[src/rtl/sonic_v1_15_pcs_eth_10g_mac_tx_st_stat_collector.sv]
// TX Avalon-ST frame snooper: builds one statistics record per frame and queues it.
// Optional pause-frame detection is built when SONIC_TX_STAT_PAUSE_DETECT_EN is defined.
module sonic_v1_15_pcs_eth_10g_mac_tx_st_stat_collector #(
    parameter int MAX_FRAME_LEN = 1518,
    parameter int FIFO_DEPTH    = 4
) (
    input  logic        clk,
    input  logic        reset,
    input  logic        in_valid,
    input  logic        in_startofpacket,
    input  logic        in_endofpacket,
    input  logic [2:0]  in_empty,
    input  logic [63:0] in_data,
    input  logic [1:0]  in_error,
    output logic        out_valid,
    input  logic        out_ready,
    output logic [39:0] out_data,
    output logic [6:0]  out_error,
    output logic [15:0] out_drop_count
);
    localparam int          AW       = $clog2(FIFO_DEPTH);
    localparam logic [16:0] MAX_LEN  = 17'(MAX_FRAME_LEN);
    localparam logic [0:0]  IDLE     = 1'b0;
    localparam logic [0:0]  IN_FRAME = 1'b1;

    typedef struct packed {
        logic [15:0] len;
        logic        pause;
        logic        mcast;
        logic        bcast;
        logic [6:0]  err;
    } stat_rec_t;

    function automatic logic [15:0] sat_add(input logic [15:0] a, input logic [3:0] b);
        logic [16:0] s;
        s = {1'b0, a} + {13'b0, b};
        return s[16] ? 16'hFFFF : s[15:0];
    endfunction

    function automatic stat_rec_t mk_rec(input logic [15:0] len, input logic b, input logic m,
                                         input logic p, input logic crc, input logic phy);
        stat_rec_t r;
        r.len   = len;
        r.bcast = b;
        r.mcast = m;
        r.pause = p;
        r.err   = {phy, 2'b00, crc, 1'b0, ({1'b0, len} > MAX_LEN), (len < 16'd64)};
        return r;
    endfunction

    logic [0:0]  state_q;
    logic [15:0] len_q;
    logic        bcast_q, mcast_q, pause_q, pause_now;
    logic [3:0]  beat_bytes;
    logic [15:0] len_sop, len_cont;
    logic        sop_bcast, sop_mcast;
    logic        rec0_vld, rec1_vld;
    stat_rec_t   rec0, rec1;
    logic        unused_data;

    assign unused_data = ^in_data;
    assign beat_bytes  = in_endofpacket ? (4'd8 - {1'b0, in_empty}) : 4'd8;
    assign len_sop     = {12'b0, beat_bytes};
    assign len_cont    = sat_add(len_q, beat_bytes);
    assign sop_bcast   = (in_data[63:16] == 48'hFFFF_FFFF_FFFF);
    assign sop_mcast   = in_data[56] & ~sop_bcast;

`ifdef SONIC_TX_STAT_PAUSE_DETECT_EN
    logic pause_da_q, second_q, etype_pause;
    assign etype_pause = (in_data[31:16] == 16'h8808);
    // A frame closing on its second beat needs the ethertype verdict combinationally.
    assign pause_now   = second_q ? (pause_da_q & etype_pause) : pause_q;

    always_ff @(posedge clk or posedge reset) begin
        if (reset) begin
            pause_da_q <= 1'b0;
            pause_q    <= 1'b0;
            second_q   <= 1'b0;
        end else if (in_valid) begin
            if (in_startofpacket) begin
                pause_da_q <= (in_data[63:16] == 48'h0180_C200_0001);
                pause_q    <= 1'b0;
                second_q   <= ~in_endofpacket;
            end else if (state_q == IN_FRAME) begin
                second_q <= 1'b0;
                if (second_q) pause_q <= pause_da_q & etype_pause;
            end
        end
    end
`else
    assign pause_q   = 1'b0;
    assign pause_now = 1'b0;
`endif

    // rec0 is the earlier record; rec1 only exists for an abort beat that also ends the new frame.
    always_comb begin
        rec0_vld = 1'b0;
        rec1_vld = 1'b0;
        rec0     = '0;
        rec1     = '0;
        if (in_valid) begin
            if (in_startofpacket && state_q == IN_FRAME) begin
                rec0_vld = 1'b1;
                rec0     = mk_rec(len_q, bcast_q, mcast_q, pause_q, 1'b0, 1'b1);
                rec1_vld = in_endofpacket;
                rec1     = mk_rec(len_sop, sop_bcast, sop_mcast, 1'b0, in_error[1], in_error[0]);
            end else if (in_startofpacket) begin
                rec0_vld = in_endofpacket;
                rec0     = mk_rec(len_sop, sop_bcast, sop_mcast, 1'b0, in_error[1], in_error[0]);
            end else if (state_q == IN_FRAME && in_endofpacket) begin
                rec0_vld = 1'b1;
                rec0     = mk_rec(len_cont, bcast_q, mcast_q, pause_now, in_error[1], in_error[0]);
            end
        end
    end

    always_ff @(posedge clk or posedge reset) begin
        if (reset) begin
            state_q <= IDLE;
            len_q   <= '0;
            bcast_q <= 1'b0;
            mcast_q <= 1'b0;
        end else if (in_valid) begin
            if (in_startofpacket) begin
                state_q <= in_endofpacket ? IDLE : IN_FRAME;
                len_q   <= len_sop;
                bcast_q <= sop_bcast;
                mcast_q <= sop_mcast;
            end else if (state_q == IN_FRAME) begin
                len_q <= len_cont;
                if (in_endofpacket) state_q <= IDLE;
            end
        end
    end

    // Holding register: an occupied hold is older than anything built this cycle, so it writes first.
    logic      hold_vld_q, wr_vld;
    stat_rec_t hold_q, wr_rec;
    assign wr_vld = hold_vld_q | rec0_vld;
    assign wr_rec = hold_vld_q ? hold_q : rec0;

    always_ff @(posedge clk or posedge reset) begin
        if (reset) begin
            hold_vld_q <= 1'b0;
            hold_q     <= '0;
        end else if (hold_vld_q) begin
            hold_vld_q <= rec0_vld;
            hold_q     <= rec0;
        end else begin
            hold_vld_q <= rec1_vld;
            hold_q     <= rec1;
        end
    end

    stat_rec_t   mem [FIFO_DEPTH];
    stat_rec_t   head;
    logic [AW:0] wr_ptr, rd_ptr;
    logic        full, pop, fifo_wr, drop;

    assign full    = (wr_ptr[AW] != rd_ptr[AW]) && (wr_ptr[AW-1:0] == rd_ptr[AW-1:0]);
    assign pop     = out_valid & out_ready;
    assign fifo_wr = wr_vld & (~full | pop);
    assign drop    = wr_vld & full & ~pop;
    assign head    = mem[rd_ptr[AW-1:0]];

    assign out_valid = (wr_ptr != rd_ptr);
    assign out_data  = out_valid ? {21'b0, head.pause, head.mcast, head.bcast, head.len} : 40'b0;
    assign out_error = out_valid ? head.err : 7'b0;

    always_ff @(posedge clk) begin
        if (fifo_wr) mem[wr_ptr[AW-1:0]] <= wr_rec;
    end

    always_ff @(posedge clk or posedge reset) begin
        if (reset) begin
            wr_ptr         <= '0;
            rd_ptr         <= '0;
            out_drop_count <= '0;
        end else begin
            if (fifo_wr) wr_ptr <= wr_ptr + (AW+1)'(1);
            if (pop)     rd_ptr <= rd_ptr + (AW+1)'(1);
            if (drop && out_drop_count != 16'hFFFF) out_drop_count <= out_drop_count + 16'd1;
        end
    end
endmodule

[config.mk]
export PLATFORM = sky130hd
export DESIGN_NAME = sonic_v1_15_pcs_eth_10g_mac_tx_st_stat_collector
export DESIGN_NICKNAME = d
export VERILOG_FILES = /design/src/rtl/sonic_v1_15_pcs_eth_10g_mac_tx_st_stat_collector.sv
export SDC_FILE = /design/constraint.sdc
export NUM_CORES = 1
export LEC_CHECK = 0
export BUFFER_PORTS_ARGS = -buffer_cell sky130_fd_sc_hd__buf_4
export CORE_MARGIN = 4
export CORE_UTILIZATION = 61
export CTS_CLUSTER_SIZE = 24
export DETAILED_ROUTE_END_ITERATION = 6
export GPL_ROUTABILITY_DRIVEN = 1
export PLACE_DENSITY = 0.86
export SETUP_SLACK_MARGIN = 0.02
export SLEW_MARGIN = 0
export SYNTH_ARGS = -nofsm -noshare
export SYNTH_HDL_FRONTEND = slang
export SYNTH_SLANG_ARGS = --single-unit
[constraint.sdc]
create_clock -name clk -period 7.89 [get_ports clk]
set_clock_uncertainty 0.15 [all_clocks]
set_input_delay 1.1835 -clock clk [delete_from_list [all_inputs] [get_ports clk]]
set_output_delay 1.1835 -clock clk [all_outputs]
set_load 0.03 [all_outputs]
==> impl_metrics.env, run 1 <==
export IMPL_gp_congestion=0.924
export IMPL_ctsHoldBuffers=0
export IMPL_internal_power_mw=1.76
export IMPL_io_buffers=97
export IMPL_grt_use_total_pct=27.7
export IMPL_diodes=0
export IMPL_fmax_mhz=208
export IMPL_fin_ws_ns=3.07
export IMPL_drtIter0Drc=572
export IMPL_yosys_area_top_type="edfxtp_1"
export IMPL_grt_max_degree=65
export IMPL_holdWs_ns=0.345
export IMPL_wl_per_cell_um=20.2
export IMPL_r2r_setup_slack_ns=3.81
export IMPL_p_sw_share_pct=35.3
export IMPL_ys_ff_latch=152
export IMPL_leakage_nw=3.65
export IMPL_die_h_um=122
export IMPL_fp_dieArea_um2=14900
export IMPL_hold_start="rd_ptr[2]"
export IMPL_worstHoldPathType="flop to flop"
export IMPL_synth_top_area_share_pct=33.4
export IMPL_start_util_pct=62.4
export IMPL_synthFlopType="edfxtp_1"
export IMPL_routed_wl_um=19500
export IMPL_dp_hpwl_um=13400
export IMPL_period_share_pct=61.1
export IMPL_crit_fanout=13
export IMPL_slew_headroom_pct=12.8
export IMPL_drc_errors=0
export IMPL_p_clk_share_pct=27.4
export IMPL_routed_via_density=6.12
export IMPL_p_comb_share_pct=35.7
export IMPL_peakVddDrop_v=0.000130
export IMPL_cts_setup_buffers=0
export IMPL_syn_inst=706
export IMPL_tritoncts="yes"
export IMPL_p_seq_share_pct=36.9
export IMPL_endpoint_kind="flop"
export IMPL_avgSynthCellArea_um2=11.2
export IMPL_ant_nets=0
export IMPL_syn_to_final_growth_pct=15.6
export IMPL_cts_root_buf="clkbuf_16"
export IMPL_rr_endpoint="mem[2][15]"
export IMPL_holdPathEnd="rd_ptr[2]"
export IMPL_grt_ovfl_total=0
export IMPL_yosys_warnings=0
export IMPL_cts_sinks=152
export IMPL_h_tree_depth=4
export IMPL_num_vias=5927
export IMPL_reg2reg_depth=10
export IMPL_hold_depth=1
export IMPL_die_w_um=122
export IMPL_insertion_delay_ns=0.42
export IMPL_dpl_cell_area_um2=8600
export IMPL_ys_types=71
export IMPL_switching_power_mw=0.964
export IMPL_core_area_um2=12700
export IMPL_grt_pass1_vias=5843
export IMPL_nNetsFinal=870
export IMPL_fillers=870
export IMPL_netlist_top_cells_area="edfxtp_1 (33%), dfrtp_1 (20%), mux4_2 (6.3%)"
export IMPL_grt_first_pass_wirelength_um=31500
export IMPL_drv_cap=0
export IMPL_critPathKind="input port to flop"
export IMPL_pin_count=139
export IMPL_rr_startpoint="len_q[0]"
export IMPL_final_setup_tns_ns=0
export IMPL_setup_viol=0
export IMPL_slew_viol_final=0
export IMPL_final_common_cell="buf_4"
export IMPL_cts_resized=0
export IMPL_synth_edf_count=88
export IMPL_status="finished clean"
export IMPL_mostFrequentLayoutCells="buf_4 (101), edfxtp_1 (88), nand2_1 (79)"
export IMPL_crit_arrival_ns=4.84
export IMPL_clockBufferDepth=2
export IMPL_async_flop_share_pct=42.1
export IMPL_firstDrtPassIters=5
export IMPL_path_clk_slew_ns=0.06
export IMPL_post_route_cell_area_um2=9140
export IMPL_worst_pin_slew_ns=1.31
export IMPL_startpoint_type="input port"
export IMPL_power_density_nw_per_um2=298
export IMPL_antenna_found_initial=0
export IMPL_hold_viol_final=0
export IMPL_dp_worst_setup_slack_ns=2.73
export IMPL_numCtsBuffers=17
export IMPL_rsz0062_at_grt="no"
export IMPL_ys_seq_area_share_pct=53.7
export IMPL_drive_gt1_share_pct=22.7
export IMPL_crit_required_ns=7.91
export IMPL_fp_row_count=41
export IMPL_syn_area_um2=7910
export IMPL_final_min_clock_period_ns=4.82
-- sequential cells by signal, indices dropped and copies added, names as in the netlist --
| signal | flops |
|---|---|
| bcast_q | 1 |
| hold_q | 22 |
| hold_vld_q | 1 |
| len_q | 16 |
| mcast_q | 1 |
| mem | 88 |
| out_drop_count | 16 |
| rd_ptr | 3 |
| state_q | 1 |
| wr_ptr | 3 |
-- cells in the mapped netlist (2+ instances only) --
master    number
edfxtp_1      88
nand2_1       79
dfrtp_1       64
o21ai_0       50
nor2_1        37
a21oi_1       29
clkbuf_1      28
buf_4         26
nor2b_1       26
nand3_1       24
mux4_2        22
xnor2_1       22
inv_1         18
nand4_1       18
nor3_1        14
and3_1        10
ha_1          10
and2_1         9
nor4_1         9
a22o_1         8
buf_2          8
mux2_2         8
o22ai_1        7
xor2_1         7
o211ai_1       6
o31ai_1        6
or2_2          6
nand2b_1       4
nor4b_1        4
a21o_1         3
a31oi_1        3
a211o_1        2
a211oi_1       2
a21boi_0       2
and4_1         2
buf_1          2
buf_6          2
maj3_1         2
nand2_2        2
nand3b_1       2
nand4b_1       2
o21a_1         2
o21bai_1       2
o221ai_1       2
-- routing by layer --
layer	vias up	track usage [%]	part of all wire, %	routed length, um
met5	-	0	0	0
met4	0	10.2	2.9	564
met3	43	4.92	5.9	1150
met2	268	44.1	49	9550
met1	2927	38.8	42	8270
li1	2689	-	-	-
-- critical path, cell delays in order --
cell      delay (ns)
buf_4           0.19
nand2_1         0.12
inv_1           0.10
ha_1            0.22
inv_1           0.07
fa_1            0.50
nor2b_1         0.19
or3_1           0.47
nand2_1         0.26
nand4_1         0.54
a21oi_1         0.35
o221ai_1        0.21
o21ai_0         0.43
-- cell families (layout without fill, tap and decap cells) --
logic type | after synthesis | in the layout | share of synthesized area [%]
xor gates and xnor gates | 30 | 30 | 3.42
buffers and inverters | 85 | 152 | 5.58
and+or+nand+nor | 254 | 254 | 16.3
muxes | 31 | 31 | 7.53
AOI/OAI and AO/OA | 140 | 140 | 11.4
other | 1 | 25 | 0.0474
DFF | 152 | 152 | 53.7
adders and majority gates | 13 | 13 | 2.09
-- how the worst max path moves through the flow --
| stage | start | end | cells after the start |
|---|---|---|---|
| detailed placement | in_endofpacket | mem[0][14] | 13 |
| finish | in_endofpacket | mem[2][15] | 13 |
| CTS | in_endofpacket | mem[0][14] | 13 |
| global placement | in_endofpacket | mem[0][14] | 13 |
| floorplan | in_endofpacket | mem[0][0] | 15 |
| global route | in_endofpacket | mem[0][14] | 13 |
-- power groups by stage --
| stage | clock [mW] | combinational [mW] | sequential [mW] |
|---|---|---|---|
| 2_1_floorplan | 0 | 0.697 | 0.986 |
| 3_3_place_gp | 0 | 0.946 | 1.01 |
| 3_5_place_dp | 0 | 0.972 | 1.02 |
| 4_1_cts | 0.759 | 0.984 | 1.01 |
| 5_1_grt | 0.802 | 1.04 | 1.02 |
| 6_report | 0.748 | 0.973 | 1.01 |
-- metrics by stage --
stage                     util [%]  cells  total power [mW]
final                         72.2    969              2.73
after global routing          72.2    969              2.86
after CTS                     72.2    969              2.75
after detailed placement      67.9    937              1.99
after global placement        67.9    937              1.96
after floorplan                  -    730              1.68
-- area by class of cell --
cell class	instances	area [um^2]	share of cell area, %
well taps	172	215	2.35
repair buffers	101	758	8.29
inverters	19	71.3	0.780
clock inverters	11	100	1.09
multi-input cells	493	3310	36.2
flip-flops and latches	152	4240	46.4
clock buffers	21	440	4.82
Note: power is estimated with default switching activity, not from simulation.
==> run 2, diff against run 1 <==
--- a/config.mk
+++ b/config.mk
@@ -7,11 +7,11 @@
 export LEC_CHECK = 0
 export BUFFER_PORTS_ARGS = -buffer_cell sky130_fd_sc_hd__buf_4
 export CORE_MARGIN = 4
-export CORE_UTILIZATION = 61
+export CORE_UTILIZATION = 57
 export CTS_CLUSTER_SIZE = 24
 export DETAILED_ROUTE_END_ITERATION = 6
 export GPL_ROUTABILITY_DRIVEN = 1
-export PLACE_DENSITY = 0.86
+export PLACE_DENSITY = 0.81
 export SETUP_SLACK_MARGIN = 0.02
 export SLEW_MARGIN = 0
 export SYNTH_ARGS = -nofsm -noshare
==> constraint.sdc (replaced) <==
create_clock -name clk -period 4.75 [get_ports clk]
set_clock_uncertainty 0.15 [all_clocks]
set_input_delay 0.7125 -clock clk [delete_from_list [all_inputs] [get_ports clk]]
set_output_delay 0.7125 -clock clk [all_outputs]
set_load 0.03 [all_outputs]
==> run 2 against run 1 <==
Effect of this change: critical path depth up 1; cell area is 0.74% higher; routed wire length is 2.2% higher; utilization decreased by 3.4 points; setup slack lost 2.4 ns; non-clock buffer count increased by 7; hold slack got worse by 0.011 ns; cell count up 1.0%; die area grew 6.5%; sequential share of layout area shrank 0.34 points; highest routed layer unchanged.
==> impl_metrics.env, run 2 (synthesis gave the netlist of run 1 again) <==
export IMPL_status="finished clean"
export IMPL_cts_resized=0
export IMPL_grt_pass1_vias=5707
export IMPL_grt_use_total_pct=26.0
export IMPL_rr_startpoint="len_q[0]"
export IMPL_crit_arrival_ns=4.06
export IMPL_path_clk_slew_ns=0.07
export IMPL_setup_viol=0
export IMPL_grt_max_degree=40
export IMPL_h_tree_depth=4
export IMPL_drtIter0Drc=563
export IMPL_routed_via_density=6.01
export IMPL_leakage_nw=3.70
export IMPL_ant_nets=0
export IMPL_endpoint_kind="flop"
export IMPL_critPathKind="input port to flop"
export IMPL_crit_fanout=13
export IMPL_crit_required_ns=4.74
export IMPL_gp_congestion=0.972
export IMPL_dp_hpwl_um=13600
export IMPL_period_share_pct=85.6
export IMPL_firstDrtPassIters=5
export IMPL_worstHoldPathType="input port to async pin"
export IMPL_slew_viol_final=0
export IMPL_seq_area_um2=4240
export IMPL_insertion_delay_ns=0.43
export IMPL_start_util_pct=59.0
export IMPL_cts_root_buf="clkbuf_16"
export IMPL_grt_first_pass_wirelength_um=32300
export IMPL_holdWs_ns=0.334
export IMPL_wl_per_cell_um=20.4
export IMPL_num_vias=5883
export IMPL_mostFrequentLayoutCells="buf_4 (108), edfxtp_1 (88), nand2_1 (79)"
export IMPL_fillers=969
export IMPL_grt_ovfl_total=0
export IMPL_power_density_nw_per_um2=496
export IMPL_final_setup_tns_ns=0
export IMPL_cts_setup_buffers=0
export IMPL_slew_headroom_pct=27.5
export IMPL_routed_wl_um=20000
export IMPL_drive_gt1_share_pct=23.7
export IMPL_ctsHoldBuffers=0
export IMPL_worst_pin_slew_ns=1.08
export IMPL_utilization_pct=68.7
export IMPL_antenna_found_initial=0
export IMPL_rsz0062_at_grt="no"
export IMPL_drv_cap=0
export IMPL_fp_dieArea_um2=15800
export IMPL_syn_to_final_growth_pct=16.5
export IMPL_die_w_um=126
export IMPL_cts_sinks=152
export IMPL_fp_row_count=42
export IMPL_diodes=0
export IMPL_clockBufferDepth=2
export IMPL_final_common_cell="buf_4"
export IMPL_nNetsFinal=877
export IMPL_largest_reg_flops=88
export IMPL_core_area_um2=13400
export IMPL_fmax_mhz=246
export IMPL_final_min_clock_period_ns=4.07
export IMPL_pin_count=139
export IMPL_hold_viol_final=0
export IMPL_tritoncts="yes"
export IMPL_peakVddDrop_v=0.000293
export IMPL_io_buffers=97
export IMPL_multi_input_area_um2=3310
export IMPL_startpoint_type="input port"
export IMPL_drc_errors=0
export IMPL_numCtsBuffers=17
export IMPL_crit_path_start="in_endofpacket"
export IMPL_die_h_um=126
-- run 2: power by group --
part | leakage (nW) | internal, mW | total, mW | switching (mW)
logic | 1.75 | 0.666 | 1.66 | 0.994
registers | 1.69 | 1.55 | 1.65 | 0.102
clock network | 0.267 | 0.719 | 1.25 | 0.535
total | 3.70 | 2.94 | 4.57 | 1.63
-- run 2: metrics by stage --
| stage | setup WS (ns) | total power, mW | instances | cell area (um^2) |
|---|---|---|---|---|
| after floorplan | 0.893 | 2.80 | 730 | 8000 |
| after global placement | 0.427 | 3.27 | 948 | 8660 |
| after detailed placement | 0.337 | 3.32 | 948 | 8660 |
| after CTS | 0.765 | 4.60 | 979 | 9210 |
| after global routing | 0.494 | 4.80 | 979 | 9210 |
| final | 0.684 | 4.57 | 979 | 9210 |
-- run 2: path summary, 6_finish.rpt --
path,end,slack (ns),cells after the start
worst max-delay path,mem[1][1],0.68,14
worst min-delay path,len_q[6],0.33,2
worst max register to register,mem[1][1],0.92,11
worst min register to register,bcast_q,0.34,2
max in group asynchronous,hold_q[3],3.25,3
min in group clk,bcast_q,0.34,2
-- run 2: worst max-delay path, stage by stage --
cell and delay [ns]:
buf_4 0.18, nand2_1 0.11, inv_1 0.09, ha_1 0.19, inv_1 0.07, fa_1 0.48
nor2b_1 0.19, or3_1 0.48, a21boi_2 0.34, nor4_1 0.08, a21o_1 0.25, and4bb_1 0.24
a311oi_1 0.46, o31ai_2 0.18
-- run 2: layer usage --
layer	global-route usage (%)	share of wire, %	vias up
met4	6.62	1.2	0
li1	-	-	2708
met1	36.5	42	2895
met2	42.2	50	261
met3	5.33	6.2	19
met5	0	0	-
-- run 2: layout make-up --
cell class	instances	area share, %
Sequential cell	152	46.1
Inverter	19	0.774
Timing Repair Buffer	108	8.80
Multi-Input combinational cell	493	36.0
Clock buffer	17	4.62
Tap cell	176	2.39
Clock inverter	14	1.36
